===== config.mk =====
export PLATFORM = sky130hd
export DESIGN_NAME = iob_iob2axil_flat
export DESIGN_NICKNAME = d
export VERILOG_FILES = /design/src/rtl/iob_iob2axil_pkg.sv /design/src/rtl/iob_iob2axil_if.sv /design/src/rtl/iob_iob2axil_wch.sv /design/src/rtl/iob_reg.sv /design/src/rtl/iob_iob2axil.sv /design/src/flat_wrapper.sv
export SDC_FILE = /design/constraint.sdc
export NUM_CORES = 1
export LEC_CHECK = 0
export ABC_AREA = 1
export CORE_UTILIZATION = 44
export CTS_BUF_LIST = sky130_fd_sc_hd__clkbuf_4 sky130_fd_sc_hd__clkbuf_8 sky130_fd_sc_hd__clkbuf_16
export DETAILED_ROUTE_END_ITERATION = 16
export PLACE_DENSITY = 0.82
export SYNTH_ARGS = -nofsm -noshare
export SYNTH_HDL_FRONTEND = slang
export SYNTH_HIERARCHICAL = 1
export SYNTH_SLANG_ARGS = --single-unit
export TNS_END_PERCENT = 10

===== constraint.sdc =====
create_clock -name clk_i -period 1.65 [get_ports clk_i]
set_input_delay 0.495 -clock clk_i [delete_from_list [all_inputs] [get_ports clk_i]]
set_output_delay 0.495 -clock clk_i [all_outputs]
set_load 0.01 [all_outputs]

===== src/rtl/iob_iob2axil_pkg.sv =====
// ============================================================================
// Module : iob_iob2axil_pkg
// Brief  : Shared FSM encoding and AXI-Lite constants for the IOb-to-AXI-Lite bridge.
// Rev    : 1.0  initial release
// ============================================================================
`default_nettype none

package iob_iob2axil_pkg;

  typedef enum logic [2:0] {
    IDLE   = 3'd0,
    WR     = 3'd1,
    WAIT_B = 3'd2,
    RD     = 3'd3,
    WAIT_R = 3'd4
  } state_t;

  localparam logic [2:0] AXI_PROT_DEFAULT = 3'b000;
  localparam logic [1:0] AXI_RESP_OKAY    = 2'b00;

endpackage

`default_nettype wire


===== src/rtl/iob_iob2axil_if.sv =====
// ============================================================================
// Module : iob_iob2axil_if
// Brief  : IOb request/response and AXI-Lite manager signals of the bridge.
// Rev    : 1.0  initial release
// ============================================================================
`default_nettype none

interface iob_iob2axil_if #(
  parameter int AXIL_ADDR_W = 21,
  parameter int AXIL_DATA_W = 32,
  parameter int ADDR_W      = AXIL_ADDR_W,
  parameter int DATA_W      = AXIL_DATA_W
);
  logic                     iob_valid_i;
  logic [ADDR_W-1:0]        iob_addr_i;
  logic [DATA_W-1:0]        iob_wdata_i;
  logic [DATA_W/8-1:0]      iob_wstrb_i;
  logic                     iob_ready_o;
  logic                     iob_rvalid_o;
  logic [DATA_W-1:0]        iob_rdata_o;

  logic [AXIL_ADDR_W-1:0]   axil_awaddr_o;
  logic [2:0]               axil_awprot_o;
  logic                     axil_awvalid_o;
  logic                     axil_awready_i;
  logic [AXIL_DATA_W-1:0]   axil_wdata_o;
  logic [AXIL_DATA_W/8-1:0] axil_wstrb_o;
  logic                     axil_wvalid_o;
  logic                     axil_wready_i;
  logic [1:0]               axil_bresp_i;
  logic                     axil_bvalid_i;
  logic                     axil_bready_o;
  logic [AXIL_ADDR_W-1:0]   axil_araddr_o;
  logic [2:0]               axil_arprot_o;
  logic                     axil_arvalid_o;
  logic                     axil_arready_i;
  logic [AXIL_DATA_W-1:0]   axil_rdata_i;
  logic [1:0]               axil_rresp_i;
  logic                     axil_rvalid_i;
  logic                     axil_rready_o;

  // Bridge side: IOb subordinate and AXI-Lite manager.
  modport master (
    input  iob_valid_i, iob_addr_i, iob_wdata_i, iob_wstrb_i,
    output iob_ready_o, iob_rvalid_o, iob_rdata_o,
    output axil_awaddr_o, axil_awprot_o, axil_awvalid_o, input axil_awready_i,
    output axil_wdata_o, axil_wstrb_o, axil_wvalid_o, input axil_wready_i,
    input  axil_bresp_i, axil_bvalid_i, output axil_bready_o,
    output axil_araddr_o, axil_arprot_o, axil_arvalid_o, input axil_arready_i,
    input  axil_rdata_i, axil_rresp_i, axil_rvalid_i, output axil_rready_o
  );

  // Environment side: IOb core plus AXI-Lite subordinate.
  modport slave (
    output iob_valid_i, iob_addr_i, iob_wdata_i, iob_wstrb_i,
    input  iob_ready_o, iob_rvalid_o, iob_rdata_o,
    input  axil_awaddr_o, axil_awprot_o, axil_awvalid_o, output axil_awready_i,
    input  axil_wdata_o, axil_wstrb_o, axil_wvalid_o, output axil_wready_i,
    output axil_bresp_i, axil_bvalid_i, input axil_bready_o,
    input  axil_araddr_o, axil_arprot_o, axil_arvalid_o, output axil_arready_i,
    output axil_rdata_i, axil_rresp_i, axil_rvalid_i, input axil_rready_o
  );
endinterface

`default_nettype wire


===== src/rtl/iob_iob2axil_wch.sv =====
// ============================================================================
// Module : iob_iob2axil_wch
// Brief  : AW/W dual-handshake tracker; each channel completes independently.
// Rev    : 1.0  initial release
// ============================================================================
`default_nettype none

module iob_iob2axil_wch (
  input  wire logic clk_i,
  input  wire logic cke_i,
  input  wire logic arst_i,
  input  wire logic start,
  input  wire logic awready,
  input  wire logic wready,
  output logic      awvalid,
  output logic      wvalid,
  output logic      both_done
);

  logic aw_done;
  logic w_done;
  logic aw_done_nxt;
  logic w_done_nxt;
  logic aw_fire;
  logic w_fire;

  // Valids depend only on state and registered flags, never on the readies.
  assign awvalid   = start & ~aw_done;
  assign wvalid    = start & ~w_done;
  assign aw_fire   = awvalid & awready;
  assign w_fire    = wvalid & wready;
  assign both_done = (aw_done | aw_fire) & (w_done | w_fire);

  assign aw_done_nxt = both_done ? 1'b0 : (aw_done | aw_fire);
  assign w_done_nxt  = both_done ? 1'b0 : (w_done | w_fire);

  iob_reg #(.DATA_W(1)) u_aw_done_reg (
    .clk_i (clk_i), .cke_i (cke_i), .arst_i (arst_i),
    .data_i(aw_done_nxt), .data_o(aw_done)
  );

  iob_reg #(.DATA_W(1)) u_w_done_reg (
    .clk_i (clk_i), .cke_i (cke_i), .arst_i (arst_i),
    .data_i(w_done_nxt), .data_o(w_done)
  );

endmodule

`default_nettype wire


===== src/rtl/iob_reg.sv =====
// ============================================================================
// Module : iob_reg
// Brief  : Clock-enabled register with asynchronous active-high reset.
// Rev    : 1.0  initial release
// ============================================================================
`default_nettype none

module iob_reg #(
  parameter int               DATA_W  = 1,
  parameter logic [DATA_W-1:0] RST_VAL = '0
) (
  input  wire logic              clk_i,
  input  wire logic              cke_i,
  input  wire logic              arst_i,
  input  wire logic [DATA_W-1:0] data_i,
  output logic      [DATA_W-1:0] data_o
);

  always_ff @(posedge clk_i or posedge arst_i) begin
    if (arst_i) begin
      data_o <= RST_VAL;
    end else if (cke_i) begin
      data_o <= data_i;
    end
  end

endmodule

`default_nettype wire


===== src/rtl/iob_iob2axil.sv =====
// ============================================================================
// Module : iob_iob2axil
// Brief  : IOb subordinate to AXI-Lite manager bridge, one transaction in flight.
//          Optional sticky response-error flag: IOB_IOB2AXIL_RESP_ERR_EN.
// Rev    : 1.0  initial release
// ============================================================================
`default_nettype none

module iob_iob2axil
  import iob_iob2axil_pkg::*;
#(
  parameter int AXIL_ADDR_W = 21,
  parameter int AXIL_DATA_W = 32,
  parameter int ADDR_W      = AXIL_ADDR_W,
  parameter int DATA_W      = AXIL_DATA_W
) (
  input  wire logic      clk_i,
  input  wire logic      cke_i,
  input  wire logic      arst_i,
  iob_iob2axil_if.master bus
`ifdef IOB_IOB2AXIL_RESP_ERR_EN
  ,
  output logic           err_o,
  input  wire logic      err_clr_i
`endif
);

  state_t                  state;
  state_t                  state_nxt;
  logic [2:0]              state_q;
  logic                    accept;
  logic [ADDR_W-1:0]       addr_q;
  logic [DATA_W-1:0]       wdata_q;
  logic [DATA_W/8-1:0]     wstrb_q;
  logic [AXIL_ADDR_W-1:0]  axil_addr;
  logic                    both_done;
  logic                    bready;
  logic                    rready;
  logic                    r_fire;

  assign state  = state_t'(state_q);
  assign accept = (state == IDLE) & bus.iob_valid_i;
  // Readies are gated so no handshake can complete while state is frozen.
  assign bready = cke_i & (state == WAIT_B);
  assign rready = cke_i & (state == WAIT_R);
  assign r_fire = bus.axil_rvalid_i & rready;

  assign bus.iob_ready_o = cke_i & (state == IDLE);

  always_comb begin
    state_nxt = state;
    case (state)
      IDLE:    if (bus.iob_valid_i) state_nxt = (|bus.iob_wstrb_i) ? WR : RD;
      WR:      if (both_done) state_nxt = WAIT_B;
      WAIT_B:  if (bus.axil_bvalid_i) state_nxt = IDLE;
      RD:      if (bus.axil_arready_i) state_nxt = WAIT_R;
      WAIT_R:  if (bus.axil_rvalid_i) state_nxt = IDLE;
      default: state_nxt = IDLE;
    endcase
  end

  iob_reg #(.DATA_W(3)) u_state_reg (
    .clk_i(clk_i), .cke_i(cke_i), .arst_i(arst_i),
    .data_i(state_nxt), .data_o(state_q)
  );

  iob_reg #(.DATA_W(ADDR_W)) u_addr_reg (
    .clk_i(clk_i), .cke_i(cke_i), .arst_i(arst_i),
    .data_i(accept ? bus.iob_addr_i : addr_q), .data_o(addr_q)
  );

  iob_reg #(.DATA_W(DATA_W)) u_wdata_reg (
    .clk_i(clk_i), .cke_i(cke_i), .arst_i(arst_i),
    .data_i(accept ? bus.iob_wdata_i : wdata_q), .data_o(wdata_q)
  );

  iob_reg #(.DATA_W(DATA_W/8)) u_wstrb_reg (
    .clk_i(clk_i), .cke_i(cke_i), .arst_i(arst_i),
    .data_i(accept ? bus.iob_wstrb_i : wstrb_q), .data_o(wstrb_q)
  );

  iob_reg #(.DATA_W(DATA_W)) u_rdata_reg (
    .clk_i(clk_i), .cke_i(cke_i), .arst_i(arst_i),
    .data_i(r_fire ? bus.axil_rdata_i : bus.iob_rdata_o), .data_o(bus.iob_rdata_o)
  );

  iob_reg #(.DATA_W(1)) u_rvalid_reg (
    .clk_i(clk_i), .cke_i(cke_i), .arst_i(arst_i),
    .data_i(r_fire), .data_o(bus.iob_rvalid_o)
  );

  iob_iob2axil_wch u_wch (
    .clk_i    (clk_i),
    .cke_i    (cke_i),
    .arst_i   (arst_i),
    .start    (state == WR),
    .awready  (bus.axil_awready_i),
    .wready   (bus.axil_wready_i),
    .awvalid  (bus.axil_awvalid_o),
    .wvalid   (bus.axil_wvalid_o),
    .both_done(both_done)
  );

  generate
    if (ADDR_W >= AXIL_ADDR_W) begin : g_addr_trunc
      assign axil_addr = addr_q[AXIL_ADDR_W-1:0];
      if (ADDR_W > AXIL_ADDR_W) begin : g_addr_hi
        logic unused_addr_hi;
        assign unused_addr_hi = ^addr_q[ADDR_W-1:AXIL_ADDR_W];
      end
    end else begin : g_addr_zext
      assign axil_addr = {{(AXIL_ADDR_W-ADDR_W){1'b0}}, addr_q};
    end
  endgenerate

  assign bus.axil_awaddr_o  = axil_addr;
  assign bus.axil_awprot_o  = AXI_PROT_DEFAULT;
  assign bus.axil_wdata_o   = wdata_q;
  assign bus.axil_wstrb_o   = wstrb_q;
  assign bus.axil_bready_o  = bready;
  assign bus.axil_araddr_o  = axil_addr;
  assign bus.axil_arprot_o  = AXI_PROT_DEFAULT;
  assign bus.axil_arvalid_o = (state == RD);
  assign bus.axil_rready_o  = rready;

`ifdef IOB_IOB2AXIL_RESP_ERR_EN
  logic err_set;
  logic err_nxt;

  // SLVERR and DECERR both have resp[1] set; set dominates a same-cycle clear.
  assign err_set = (bus.axil_bvalid_i & bready & bus.axil_bresp_i[1]) |
                   (r_fire & bus.axil_rresp_i[1]);
  assign err_nxt = err_set | (err_o & ~err_clr_i);

  iob_reg #(.DATA_W(1)) u_err_reg (
    .clk_i(clk_i), .cke_i(cke_i), .arst_i(arst_i),
    .data_i(err_nxt), .data_o(err_o)
  );
`else
  logic unused_resp;
  assign unused_resp = ^{bus.axil_bresp_i, bus.axil_rresp_i};
`endif

endmodule

`default_nettype wire

===== src/flat_wrapper.sv =====
// flat-port wrapper written by rule: the top's interface ports become plain ports
module iob_iob2axil_flat import iob_iob2axil_pkg::*;
#(
  parameter int AXIL_ADDR_W = 21,
  parameter int AXIL_DATA_W = 32,
  parameter int ADDR_W      = AXIL_ADDR_W,
  parameter int DATA_W      = AXIL_DATA_W
)
  (clk_i, cke_i, arst_i, bus_iob_valid_i, bus_iob_addr_i, bus_iob_wdata_i, bus_iob_wstrb_i, bus_iob_ready_o, bus_iob_rvalid_o, bus_iob_rdata_o, bus_axil_awaddr_o, bus_axil_awprot_o, bus_axil_awvalid_o, bus_axil_awready_i, bus_axil_wdata_o, bus_axil_wstrb_o, bus_axil_wvalid_o, bus_axil_wready_i, bus_axil_bresp_i, bus_axil_bvalid_i, bus_axil_bready_o, bus_axil_araddr_o, bus_axil_arprot_o, bus_axil_arvalid_o, bus_axil_arready_i, bus_axil_rdata_i, bus_axil_rresp_i, bus_axil_rvalid_i, bus_axil_rready_o);
  iob_iob2axil_if #(.AXIL_ADDR_W(AXIL_ADDR_W), .AXIL_DATA_W(AXIL_DATA_W), .ADDR_W(ADDR_W), .DATA_W(DATA_W)) bus_i ();
  input  wire logic clk_i;
  input  wire logic cke_i;
  input  wire logic arst_i;
  input wire logic [$bits(bus_i.iob_valid_i)-1:0] bus_iob_valid_i;
  input wire logic [$bits(bus_i.iob_addr_i)-1:0] bus_iob_addr_i;
  input wire logic [$bits(bus_i.iob_wdata_i)-1:0] bus_iob_wdata_i;
  input wire logic [$bits(bus_i.iob_wstrb_i)-1:0] bus_iob_wstrb_i;
  output wire logic [$bits(bus_i.iob_ready_o)-1:0] bus_iob_ready_o;
  output wire logic [$bits(bus_i.iob_rvalid_o)-1:0] bus_iob_rvalid_o;
  output wire logic [$bits(bus_i.iob_rdata_o)-1:0] bus_iob_rdata_o;
  output wire logic [$bits(bus_i.axil_awaddr_o)-1:0] bus_axil_awaddr_o;
  output wire logic [$bits(bus_i.axil_awprot_o)-1:0] bus_axil_awprot_o;
  output wire logic [$bits(bus_i.axil_awvalid_o)-1:0] bus_axil_awvalid_o;
  input wire logic [$bits(bus_i.axil_awready_i)-1:0] bus_axil_awready_i;
  output wire logic [$bits(bus_i.axil_wdata_o)-1:0] bus_axil_wdata_o;
  output wire logic [$bits(bus_i.axil_wstrb_o)-1:0] bus_axil_wstrb_o;
  output wire logic [$bits(bus_i.axil_wvalid_o)-1:0] bus_axil_wvalid_o;
  input wire logic [$bits(bus_i.axil_wready_i)-1:0] bus_axil_wready_i;
  input wire logic [$bits(bus_i.axil_bresp_i)-1:0] bus_axil_bresp_i;
  input wire logic [$bits(bus_i.axil_bvalid_i)-1:0] bus_axil_bvalid_i;
  output wire logic [$bits(bus_i.axil_bready_o)-1:0] bus_axil_bready_o;
  output wire logic [$bits(bus_i.axil_araddr_o)-1:0] bus_axil_araddr_o;
  output wire logic [$bits(bus_i.axil_arprot_o)-1:0] bus_axil_arprot_o;
  output wire logic [$bits(bus_i.axil_arvalid_o)-1:0] bus_axil_arvalid_o;
  input wire logic [$bits(bus_i.axil_arready_i)-1:0] bus_axil_arready_i;
  input wire logic [$bits(bus_i.axil_rdata_i)-1:0] bus_axil_rdata_i;
  input wire logic [$bits(bus_i.axil_rresp_i)-1:0] bus_axil_rresp_i;
  input wire logic [$bits(bus_i.axil_rvalid_i)-1:0] bus_axil_rvalid_i;
  output wire logic [$bits(bus_i.axil_rready_o)-1:0] bus_axil_rready_o;
  assign bus_i.iob_valid_i = bus_iob_valid_i;
  assign bus_i.iob_addr_i = bus_iob_addr_i;
  assign bus_i.iob_wdata_i = bus_iob_wdata_i;
  assign bus_i.iob_wstrb_i = bus_iob_wstrb_i;
  assign bus_iob_ready_o = bus_i.iob_ready_o;
  assign bus_iob_rvalid_o = bus_i.iob_rvalid_o;
  assign bus_iob_rdata_o = bus_i.iob_rdata_o;
  assign bus_axil_awaddr_o = bus_i.axil_awaddr_o;
  assign bus_axil_awprot_o = bus_i.axil_awprot_o;
  assign bus_axil_awvalid_o = bus_i.axil_awvalid_o;
  assign bus_i.axil_awready_i = bus_axil_awready_i;
  assign bus_axil_wdata_o = bus_i.axil_wdata_o;
  assign bus_axil_wstrb_o = bus_i.axil_wstrb_o;
  assign bus_axil_wvalid_o = bus_i.axil_wvalid_o;
  assign bus_i.axil_wready_i = bus_axil_wready_i;
  assign bus_i.axil_bresp_i = bus_axil_bresp_i;
  assign bus_i.axil_bvalid_i = bus_axil_bvalid_i;
  assign bus_axil_bready_o = bus_i.axil_bready_o;
  assign bus_axil_araddr_o = bus_i.axil_araddr_o;
  assign bus_axil_arprot_o = bus_i.axil_arprot_o;
  assign bus_axil_arvalid_o = bus_i.axil_arvalid_o;
  assign bus_i.axil_arready_i = bus_axil_arready_i;
  assign bus_i.axil_rdata_i = bus_axil_rdata_i;
  assign bus_i.axil_rresp_i = bus_axil_rresp_i;
  assign bus_i.axil_rvalid_i = bus_axil_rvalid_i;
  assign bus_axil_rready_o = bus_i.axil_rready_o;
  iob_iob2axil #(.AXIL_ADDR_W(AXIL_ADDR_W), .AXIL_DATA_W(AXIL_DATA_W), .ADDR_W(ADDR_W), .DATA_W(DATA_W)) u_core (.clk_i(clk_i), .cke_i(cke_i), .arst_i(arst_i), .bus(bus_i));
endmodule

==> flow_summary_export.csv, run 1 <==
group,metric,value,unit
outcome,run_status,"finished with violations",
outcome,violations,"setup timing",
timing,finClkSkew,0.003717,ns
grt,track_usage,0.2474,
timing,rsz0062_at_grt,"yes",
worst_setup_path,cp_num_cells,3,
worst_setup_path,crit_path_cell_trace,"buf_6, nor4_2, buf_2",
place,portbufs,214,
worst_setup_path,worst_path_largest_cell_delay,0.41,ns
final_layout,finalNetCount,1087,
detailed_routing,wire_length_per_cell_after_detailed_routing,13.29,µm
worst_setup_path,cpMaxStageDelayCell,"sky130_fd_sc_hd__dfrtp_1",
worst_setup_path,worstPathBufferInverterCount,2,
final_layout,layout_cell_share_with_drive_strength_beyond_1,0.1102,
detailed_routing,drt_iter0_drc,373,
power,total_leakage_power,4.645,nW
flow_run,max_cap_violations,0,
final_layout,fin_area,7834,µm²
worst_setup_path,category_of_the_worst_setup_path_capture_point,"output port",
clock_tree,tritoncts,"built",
grt,grt-ovfl-total,0,
final_layout,n_antenna_cell,0,
worst_setup_path,cp.arrival,1.29,ns
timing,final_critical_path_setup_slack,-0.1366,ns
clock_tree,ctsLongestPathBuffers,2,
detailed_routing,wl,15380,µm
timing,fin_crit,1.787,ns
clock_tree,clockRootBuffer,"sky130_fd_sc_hd__clkbuf_16",
worst_setup_path,r2r_cells,13,
place,placed_area,7584,µm²
detailed_routing,vias_per_cell,4.723,
detailed_routing,detail_route.first_pass.iterations,5,
synth,yosysWarningCount,6,
place,place.detailed.hpwl,10490,µm
clock_tree,clock_sink_count,95,
final_layout,mostFrequentLayoutCell,"sky130_fd_sc_hd__nand2_1",
worst_setup_path,path_delay_family,"flip-flops",
timing,max_freq,559.7,MHz
grt,grt_pass1_vias,5304,
timing,fin_worst_hold_slack,0.4940,ns
timing,totalNegativeSetupSlack,-0.5789,ns
floorplan,die_w,113.9,µm
worst_setup_path,cp.required,1.15,ns
synth,avgSynthCellArea,6.990,µm²
worst_setup_path,worst_setup_path_startpoint,"u_core/u_state_reg/data_o[2]",
worst_setup_path,rrSetupSlack,0.02,ns
synth,postSynthRegisterBits,95,
clock_tree,h-tree-depth,3,
place,dpl_worst_slack,-0.3104,ns
final_layout,multiInputGateArea,2466,µm²
synth,yosysUniqueCellTypes,23,
grt,grt_first_pass_wirelength,25490,µm
final_layout,sequential_cell_area,2379,µm²
clock_tree,postCtsHoldBufs,0,
floorplan,core_area,12110,µm²
clock_tree,clk_pin_slew_worst_paths,0.06,ns
worst_setup_path,crit_path_max_fanout,4,
timing,final-max-slew-violation-count,0,
synth,synthesis.area,5508,µm²
synth,yosysTopAreaCell,"sky130_fd_sc_hd__dfrtp_1",
worst_setup_path,timing.rr.end,"u_core/u_rdata_reg/data_o[5]",
detailed_routing,route.detailed.drc,0,
place,numPlacedInstances,1134,
synth,post_synth_main_area_contributors,"sky130_fd_sc_hd__dfrtp_1 (43%), sky130_fd_sc_hd__nand2_1 (33%), sky130_fd_sc_hd__nand3_1 (5.4%)",
clock_tree,number_of_buffers_added_by_the_clock_tree_synthesis_step,9,
synth,synth_largest_type_area_fraction,0.4316,
power,max-vdd-ir-drop,707.2,µV
place,place.gp.congestion,0.7983,
floorplan,die_area,12970,µm²
worst_setup_path,startpoint_type,"flip-flop",
worst_setup_path,critical_path_class,"reg2out",
clock_tree,worst_skew_pair.late_latency,0.34,ns
timing,setup_viol_count_final,6,
detailed_routing,total_via_count_after_detailed_routing,5465,
floorplan,die_h,113.9,µm
floorplan,initial_utilization,0.4548,
synth,synth_sequential_area_ratio,0.4316,
synth,synthCells,788,
detailed_routing,final_antenna_net_count,0,
worst_setup_path,r2r_start,"u_core/u_state_reg/data_o[2]",
final_layout,final_cell_mix,"sky130_fd_sc_hd__nand2_1 (487), sky130_fd_sc_hd__dlygate4sd2_1 (110), sky130_fd_sc_hd__clkdlybuf4s50_1 (95)",
final_layout,syn2layout_area_growth,42.23,%
worst_setup_path,endpoint,"bus_axil_bready_o",
power,power_density,1488,nW/µm²
floorplan,count_of_standard_cell_rows,40,
final_layout,nFillCells,1125,
grt,grt_start_max_net_pins,55,
grt,antenna_violations_before_repair,0,
floorplan,num_io_pins,225,
timing,timing.final.crit_share,1.083,
timing,finalHoldViolCount,0,
min_path,hold_wc_path_type,"reg2reg",
final_layout,finalNonFillerCells,1157,
==> repair_timing <==
item | 4_1_cts | 5_1_grt
resized for setup | 154 | 12
pin swaps | 3 | 16
setup buffers | 8 | 0
setup endpoints to repair | 117 | 59
cloned | 0 | 0
==> report_power, final <==
part           switching (mW)  total (mW)  internal (mW)
Combinational            3.07        5.71           2.64
Sequential              0.825        4.06           3.24
Clock                   0.844        1.89           1.04
Total                    4.74        11.7           6.92
==> cell usage after synthesis <==
library cell,number
sky130_fd_sc_hd__nand2_1,488
sky130_fd_sc_hd__nand2_2,25
sky130_fd_sc_hd__inv_2,5
sky130_fd_sc_hd__nor3_1,1
sky130_fd_sc_hd__buf_4,32
sky130_fd_sc_hd__buf_2,11
sky130_fd_sc_hd__nor4_1,1
sky130_fd_sc_hd__nor2_4,2
sky130_fd_sc_hd__dfrtp_1,95
sky130_fd_sc_hd__a21oi_1,2
sky130_fd_sc_hd__nand4_1,1
sky130_fd_sc_hd__o211ai_1,1
sky130_fd_sc_hd__inv_8,2
sky130_fd_sc_hd__buf_6,16
sky130_fd_sc_hd__clkinv_2,1
sky130_fd_sc_hd__buf_12,2
sky130_fd_sc_hd__nor2_1,11
sky130_fd_sc_hd__inv_1,21
sky130_fd_sc_hd__clkbuf_1,4
sky130_fd_sc_hd__nand3_1,59
sky130_fd_sc_hd__conb_1,1
sky130_fd_sc_hd__clkbuf_8,6
sky130_fd_sc_hd__or2_2,1
==> through the flow <==
stage / utilization / total power [mW]
floorplan: - / 7.433
global placement: 0.6261 / 10.23
detailed placement: 0.6261 / 10.38
CTS: 0.6442 / 11.68
global route: 0.6468 / 12.60
finish: 0.6468 / 11.66
==> worst register-to-register path: cells and delay by family (launching register included) <==
family,cells,cell delay (ns)
buf+inv,6,0.70
flops,1,0.41
simple gates,7,0.42
==> cell families (layout without fill, tap and decap cells) <==
| logic type | count (synthesis) | in the layout | synth area share |
|---|---|---|---|
| other | 1 | 6 | 0.0006809 |
| buffers and inverters | 100 | 296 | 0.1340 |
| DFF | 95 | 95 | 0.4316 |
| and+or+nand+nor | 589 | 589 | 0.4305 |
| AOI/OAI and AO/OA | 3 | 3 | 0.003181 |
==> sequential cells by signal, summed over array words and instances (netlist names) <==
name / count
u_core/u_rdata_reg/data_o: 32
u_core/u_state_reg/data_o: 3
u_core/u_wdata_reg/data_o: 32
u_core/u_wch/u_aw_done_reg/data_o: 1
u_core/u_rvalid_reg/data_o: 1
u_core/u_wch/u_w_done_reg/data_o: 1
u_core/u_addr_reg/data_o: 21
u_core/u_wstrb_reg/data_o: 4
==> metal layers <==
| metal | GRT usage | wire [µm] | up-vias |
|---|---|---|---|
| met3 | 0.05154 | 996 | 29 |
| met1 | 0.3023 | 6460 | 2496 |
| li1 | - | - | 2740 |
| met4 | 0.1091 | 345 | 0 |
| met2 | 0.4228 | 7578 | 200 |
| met5 | 0 | 0 | - |
==> layout make-up <==
type | count | share of cell area
Clock buffer | 11 | 0.03067
Clock inverter | 4 | 0.003035
Inverter | 29 | 0.01613
Multi-Input combinational cell | 598 | 0.3148
Sequential cell | 95 | 0.3036
Tap cell | 168 | 0.02683
Timing Repair Buffer | 252 | 0.3049
==> how the worst min path moves through the flow <==
stage / endpoint / depth (start not counted) / start / slack [ns]
5_1_grt: u_core/u_wdata_reg/data_o[14] / 2 / u_core/u_wdata_reg/data_o[14] / 0.52
3_5_place_dp: u_core/u_rvalid_reg/data_o / 2 / u_core/u_rvalid_reg/data_o / 0.48
6_report: u_core/u_wdata_reg/data_o[25] / 2 / u_core/u_wdata_reg/data_o[25] / 0.49
3_3_place_gp: u_core/u_rvalid_reg/data_o / 2 / u_core/u_rvalid_reg/data_o / 0.46
2_1_floorplan: u_core/u_rvalid_reg/data_o / 1 / arst_i / 0.22
4_1_cts: u_core/u_rvalid_reg/data_o / 2 / u_core/u_rvalid_reg/data_o / 0.49
(Power assumes the default switching activity.)
==> inputs of run 2 (changes only) <==
--- a/config.mk
+++ b/config.mk
@@ -6,6 +6,7 @@
 export NUM_CORES = 1
 export LEC_CHECK = 0
 export ABC_AREA = 1
+export CORE_MARGIN = 2
 export CORE_UTILIZATION = 44
 export CTS_BUF_LIST = sky130_fd_sc_hd__clkbuf_4 sky130_fd_sc_hd__clkbuf_8 sky130_fd_sc_hd__clkbuf_16
 export DETAILED_ROUTE_END_ITERATION = 16
==> run 2 against run 1 <==
The run still ends with setup timing left. Core utilization is 1.0 points higher. First-iteration DRC count rose by 47%. Via count about the same. Non-clock buffer count is 3 higher. Largest power group unchanged.
==> flow_summary_export.csv, run 2 (synthesized netlist as in run 1, its figures left out) <==
group,metric,value,unit
outcome,run_status,"finished with violations",
outcome,violations,"setup timing",
detailed_routing,drt_iter0_drc,548,
detailed_routing,final_antenna_net_count,0,
worst_setup_path,crit_path_cell_trace,"inv_2, nor2_1, nand2_1, inv_2, inv_2, nor2_1, buf_2",
clock_tree,number_of_buffers_added_by_the_clock_tree_synthesis_step,9,
detailed_routing,wl,15740,µm
worst_setup_path,cp.required,1.15,ns
floorplan,core_area,12110,µm²
min_path,hold_wc_path_type,"reg2reg",
floorplan,die_h,115.9,µm
power,power_density,1557,nW/µm²
timing,max-slew-margin-rel,0.6164,
timing,fin_crit,1.873,ns
floorplan,count_of_standard_cell_rows,40,
worst_setup_path,crit_path_max_fanout,3,
grt,track_usage,0.2333,
worst_setup_path,worst_path_largest_cell_delay,0.42,ns
worst_setup_path,cpMaxStageDelayCell,"sky130_fd_sc_hd__dfrtp_1",
detailed_routing,route.detailed.drc,0,
final_layout,reg_top3,"u_core/u_rdata_reg/data_o: 32 flops, u_core/u_wdata_reg/data_o: 32 flops, u_core/u_addr_reg/data_o: 21 flops",
final_layout,finalNetCount,1090,
final_layout,layout_cell_share_with_drive_strength_beyond_1,0.1168,
final_layout,n_antenna_cell,0,
worst_setup_path,cp.arrival,1.38,ns
flow_run,max_cap_violations,0,
floorplan,die_w,115.9,µm
final_layout,syn2layout_area_growth,44.46,%
final_layout,multiInputGateArea,2465,µm²
timing,finalHoldViolCount,0,
detailed_routing,total_via_count_after_detailed_routing,5462,
place,portbufs,214,
clock_tree,clock_sink_count,95,
timing,finClkSkew,0.006096,ns
timing,fin_worst_hold_slack,0.4890,ns
timing,final_critical_path_setup_slack,-0.2230,ns
floorplan,initial_utilization,0.4548,
grt,grt-ovfl-total,0,
clock_tree,worst_skew_pair.late_latency,0.34,ns
power,total_power,12.39,mW
detailed_routing,wire_length_per_cell_after_detailed_routing,13.56,µm
power,max-vdd-ir-drop,641.8,µV
clock_tree,h-tree-depth,3,
grt,grt_start_max_net_pins,46,
worst_setup_path,startpoint_type,"flip-flop",
grt,grt_pass1_vias,4859,
final_layout,sequential_cell_area,2380,µm²
clock_tree,clockRootBuffer,"sky130_fd_sc_hd__clkbuf_16",
floorplan,num_io_pins,225,
timing,timing.final.crit_share,1.135,
grt,grt_first_pass_wirelength,24760,µm
timing,max_freq,533.9,MHz
place,place.detailed.hpwl,10540,µm
timing,tightest_slew,0.5754,ns
detailed_routing,detail_route.first_pass.iterations,6,
timing,setup_viol_count_final,7,
detailed_routing,vias_per_cell,4.705,
timing,rsz0062_at_grt,"yes",
worst_setup_path,path_delay_family,"flip-flops",
worst_setup_path,category_of_the_worst_setup_path_capture_point,"output port",
worst_setup_path,path_common_cell,"sky130_fd_sc_hd__inv_2",
place,place.gp.congestion,0.7991,
clock_tree,tritoncts,"built",
floorplan,die_area,13430,µm²
final_layout,mostFrequentLayoutCell,"sky130_fd_sc_hd__nand2_1",
clock_tree,clk_pin_slew_worst_paths,0.07,ns
worst_setup_path,worstPathBufferInverterCount,4,
timing,final-max-slew-violation-count,0,
power,total_leakage_power,4.705,nW
worst_setup_path,critical_path_class,"reg2out",
clock_tree,ctsLongestPathBuffers,2,
grt,antenna_violations_before_repair,0,
final_layout,final_cell_mix,"sky130_fd_sc_hd__nand2_1 (483), sky130_fd_sc_hd__dlygate4sd2_1 (111), sky130_fd_sc_hd__clkdlybuf4s50_1 (95)",
final_layout,nFillCells,1091,
final_layout,finish.utilization,0.6569,
-- run 2: report_power, final --
part	switching, mW	internal [mW]	leakage [nW]
clock	0.891	1.43	0.166
sequential	0.836	3.24	1.25
combinational	3.12	2.87	3.29
-- run 2: cell type report --
type                       instances  share of cell area
clock inverter                     4            0.009750
inverter                          29             0.01573
multi-input combinational        598              0.3098
sequential                        95              0.2991
timing repair buffer             255              0.3065
clock buffer                      12             0.03271
tap                              168             0.02642
-- run 2: metrics by stage --
stage | cells | TNS, ns | cell area [µm²] | worst slack (ns)
after floorplan | 793 | 0 | 5527 | 0.1472
after global placement | 1135 | -5.045 | 7629 | -0.3333
after detailed placement | 1135 | -5.202 | 7629 | -0.3452
after CTS | 1157 | -0.8003 | 7891 | -0.2040
after global routing | 1161 | -2.913 | 7956 | -0.2597
final | 1161 | -0.9203 | 7956 | -0.2230
-- run 2: routing by layer --
layer  vias to the layer above  wire (µm)  track usage
met4                         0        270      0.06429
met1                      2474       6829       0.3127
li1                       2748          -            -
met5                         -          0            0
met3                        28       1209      0.05910
met2                       212       7431       0.3778
-- run 2: final timing paths --
path                                                         end                           from  slack [ns]  depth (start not counted)
max in group asynchronous           u_core/u_rdata_reg/data_o[9]                         arst_i        0.71                          3
worst min register to register     u_core/u_wdata_reg/data_o[17]  u_core/u_wdata_reg/data_o[17]        0.49                          2
min in group asynchronous       u_core/u_wch/u_w_done_reg/data_o                         arst_i        0.52                          2
worst min-delay path               u_core/u_wdata_reg/data_o[17]  u_core/u_wdata_reg/data_o[17]        0.49                          2
worst max register to register      u_core/u_state_reg/data_o[1]   u_core/u_state_reg/data_o[0]       -0.04                         16
worst max-delay path                          bus_axil_awvalid_o   u_core/u_state_reg/data_o[0]       -0.22                          7
-- run 2: worst min-delay path: stages (launching register included) --
cell	delay, ns
sky130_fd_sc_hd__dfrtp_1	0.36
sky130_fd_sc_hd__nand2_1	0.06
sky130_fd_sc_hd__nand2_1	0.05
-- run 2: repair_timing --
item | in CTS | in global routing
pin swaps | 7 | 7
setup endpoints to repair | 117 | 65
gates resized for setup | 151 | 13
hold buffers | 0 | 0
setup buffers | 6 | 5
==> inputs of run 3 (changes only) <==
--- a/config.mk
+++ b/config.mk
@@ -7,12 +7,12 @@
 export LEC_CHECK = 0
 export ABC_AREA = 1
 export CORE_MARGIN = 2
-export CORE_UTILIZATION = 44
+export CORE_UTILIZATION = 39
 export CTS_BUF_LIST = sky130_fd_sc_hd__clkbuf_4 sky130_fd_sc_hd__clkbuf_8 sky130_fd_sc_hd__clkbuf_16
 export DETAILED_ROUTE_END_ITERATION = 16
-export PLACE_DENSITY = 0.82
+export GPL_ROUTABILITY_DRIVEN = 0
+export PLACE_DENSITY = 0.81
 export SYNTH_ARGS = -nofsm -noshare
 export SYNTH_HDL_FRONTEND = slang
-export SYNTH_HIERARCHICAL = 1
 export SYNTH_SLANG_ARGS = --single-unit
 export TNS_END_PERCENT = 10
==> run 3 against run 2 <==
Highest routed layer unchanged. Worst hold slack lost 0.020 ns. Combinational power shrank 25%. Power shrank 21%. The run still ends with setup timing left.
==> flow_summary_export.csv, run 3 <==
group,metric,value,unit
detailed_routing,final_antenna_net_count,0,
power,power_density,1530,nW/µm²
power,clock_power_share,0.137,
worst_setup_path,worst_setup_path_startpoint,"u_core.u_state_reg.data_o[1]",
synth,synthMostInstantiatedCell,"sky130_fd_sc_hd__nand2_1",
timing,rsz0062_at_grt,"yes",
outcome,run_status,"finished with violations",
synth,synth_largest_type_area_fraction,0.5910,
final_layout,layout_cell_share_with_drive_strength_beyond_1,0.1032,
final_layout,nFillCells,897,
flow_run,max_cap_violations,0,
worst_setup_path,crit_path_max_fanout,4,
synth,synth_enable_flop_cells,0,
detailed_routing,wl,10860,µm
synth,avgSynthCellArea,8.504,µm²
worst_setup_path,cp.arrival,1.38,ns
synth,dominantRegCellSynth,"sky130_fd_sc_hd__dfrtp_1",
place,portbufs,214,
timing,final-max-slew-violation-count,0,
worst_setup_path,startpoint_type,"flip-flop",
final_layout,sequential_cell_area,2380,µm²
clock_tree,number_of_buffers_added_by_the_clock_tree_synthesis_step,9,
detailed_routing,drt_iter0_drc,204,
floorplan,die_area,11140,µm²
worst_setup_path,r2r_start,"u_core.u_state_reg.data_o[0]",
detailed_routing,total_via_count_after_detailed_routing,3743,
power,power_frac_comb,0.463,
timing,finalHoldViolCount,0,
worst_setup_path,timing.rr.end,"u_core.u_rdata_reg.data_o[25]",
grt,antenna_violations_before_repair,0,
power,power.switching,3.724,mW
worst_setup_path,r2r_cells,6,
outcome,violations,"setup timing",
place,numPlacedInstances,801,
worst_setup_path,rrSetupSlack,-0.09,ns
timing,setup_viol_count_final,40,
grt,grt_start_max_net_pins,51,
clock_tree,h-tree-depth,3,
final_layout,multiInputGateArea,1326,µm²
power,swShare,0.3826,
floorplan,count_of_standard_cell_rows,37,
synth,yosysTopAreaCell,"sky130_fd_sc_hd__dfrtp_1",
clock_tree,worst_skew_pair.late_latency,0.36,ns
clock_tree,clock_sink_count,95,
final_layout,final_cell_mix,"sky130_fd_sc_hd__nand2_1 (252), sky130_fd_sc_hd__dlygate4sd2_1 (111), sky130_fd_sc_hd__clkdlybuf4s50_1 (96)",
min_path,hold_wc_path_type,"reg2reg",
detailed_routing,detail_route.first_pass.iterations,4,
synth,post_synth_most_frequent_cells,"sky130_fd_sc_hd__nand2_1 (256), sky130_fd_sc_hd__dfrtp_1 (95), sky130_fd_sc_hd__nand3_1 (41), sky130_fd_sc_hd__buf_4 (32)",
power,max-vdd-ir-drop,788.7,µV
synth,postSynthRegisterBits,95,
timing,timing.final.crit_share,1.137,
place,dpl_worst_slack,-0.8020,ns
clock_tree,clk_pin_slew_worst_paths,0.09,ns
timing,fin_crit,1.877,ns
final_layout,reg_top3,"u_core.u_rdata_reg.data_o: 32 flops, u_core.u_wdata_reg.data_o: 32 flops, u_core.u_addr_reg.data_o: 21 flops",
timing,fin_worst_hold_slack,0.4687,ns
timing,final_critical_path_setup_slack,-0.2266,ns
synth,synth-async-reset-ratio,1.000,
floorplan,initial_utilization,0.3950,
detailed_routing,route.detailed.drc,0,
floorplan,die_w,105.6,µm
worst_setup_path,cp.required,1.15,ns
worst_setup_path,endpoint,"bus_axil_awvalid_o",
synth,synth_sequential_area_ratio,0.5910,
worst_setup_path,critical_path_class,"reg2out",
grt,grt_pass1_vias,3742,
detailed_routing,wire_length_per_cell_after_detailed_routing,13.18,µm
synth,synthesis.area,4023,µm²
final_layout,n_antenna_cell,0,
synth,synthCells,473,
clock_tree,clockRootBuffer,"sky130_fd_sc_hd__clkbuf_8",
grt,grt_first_pass_wirelength,17870,µm
power,share_seq_of_total_power,0.399,
timing,max_freq,532.9,MHz
grt,track_usage,0.2011,
clock_tree,ctsLongestPathBuffers,2,
clock_tree,tritoncts,"built",
synth,post_synth_main_area_contributors,"sky130_fd_sc_hd__dfrtp_1 (59%), sky130_fd_sc_hd__nand2_1 (24%), sky130_fd_sc_hd__buf_4 (6.0%)",
grt,grt-ovfl-total,0,
final_layout,mostFrequentLayoutCell,"sky130_fd_sc_hd__nand2_1",
final_layout,syn2layout_area_growth,58.20,%
worst_setup_path,category_of_the_worst_setup_path_capture_point,"output port",
power,internal_power,6.010,mW
floorplan,core_area,10180,µm²
floorplan,die_h,105.6,µm
synth,yosysUniqueCellTypes,17,
final_layout,finalNonFillerCells,824,
timing,finClkSkew,0.005357,ns
synth,yosysWarningCount,0,
detailed_routing,vias_per_cell,4.542,
power,total_leakage_power,3.527,nW
place,place.detailed.hpwl,7989,µm
final_layout,finalNetCount,786,
floorplan,num_io_pins,225,
-- run 3: cell count changes after synthesis, sizes merged, moves of 2 or more --
cell and change:
nand2 -257, nand3 -18, buf -16, inv -14, clkbuf -5, a21oi -2, nor2 -2
-- run 3: what timing repair did --
action	4_1_cts	5_1_grt
hold endpoints to repair	0	0
setup endpoints to repair	204	97
hold buffers	0	0
pin swaps	4	3
resized for setup	152	6
buffers inserted	8	0
-- run 3: area by class of cell --
class,count,area share
Inverter,14,0.008848
Clock inverter,6,0.006095
Timing Repair Buffer,245,0.3565
Clock buffer,9,0.01947
Sequential cell,95,0.3740
Multi-Input combinational cell,319,0.2084
Tap cell,136,0.02674
-- run 3: cell families after synthesis --
group	count (synthesis)	synth area share
AOI/OAI and AO/OA	2	0.002799
DFF	95	0.5910
and+or+nand+nor	311	0.3101
buffers and inverters	64	0.09518
other	1	0.0009322
-- run 3: stage by stage --
stage,cell area [µm²],TNS [ns],power (mW),util
after floorplan,4045,0,6.185,-
after global placement,6256,-44.54,8.970,0.6143
after detailed placement,6256,-45.48,9.142,0.6143
after CTS,6350,-3.430,9.793,0.6235
after global routing,6364,-13.08,10.47,0.6248
final,6364,-3.305,9.734,0.6248
-- run 3: how the worst min path moves through the flow --
stage / startpoint / depth (start not counted) / endpoint / slack [ns]
6_report: u_core.u_wstrb_reg.data_o[0] / 2 / u_core.u_wstrb_reg.data_o[0] / 0.47
3_3_place_gp: u_core.u_rdata_reg.data_o[2] / 2 / u_core.u_rdata_reg.data_o[2] / 0.45
5_1_grt: u_core.u_rdata_reg.data_o[28] / 2 / u_core.u_rdata_reg.data_o[28] / 0.49
2_1_floorplan: u_core.u_wdata_reg.data_o[0] / 2 / u_core.u_wdata_reg.data_o[0] / 0.51
4_1_cts: u_core.u_wstrb_reg.data_o[0] / 2 / u_core.u_wstrb_reg.data_o[0] / 0.48
3_5_place_dp: u_core.u_wdata_reg.data_o[19] / 2 / u_core.u_wdata_reg.data_o[19] / 0.46
-- run 3: power by group through the flow --
stage	sequential, mW	combinational [mW]	clock, mW
after floorplan	4.33	1.85	0
after global placement	3.92	5.05	0
after detailed placement	3.96	5.18	0
after CTS	3.89	4.54	1.37
after global routing	4.02	4.98	1.47
final	3.89	4.51	1.34
-- run 3: per-layer routing --
layer,part of all wire,vias to the layer above,global-route usage
met4,0.018,0,0.07707
li1,-,1833,-
met3,0.095,13,0.06494
met5,0,-,0
met1,0.41,1736,0.2382
met2,0.48,161,0.3406
-- run 3: worst max-delay path, cell delays in order (launching register included) --
cell                      delay, ns
sky130_fd_sc_hd__dfrtp_2       0.45
sky130_fd_sc_hd__buf_4         0.16
sky130_fd_sc_hd__nor2_4        0.12
sky130_fd_sc_hd__inv_2         0.06
sky130_fd_sc_hd__nor2_2        0.12
sky130_fd_sc_hd__buf_6         0.11
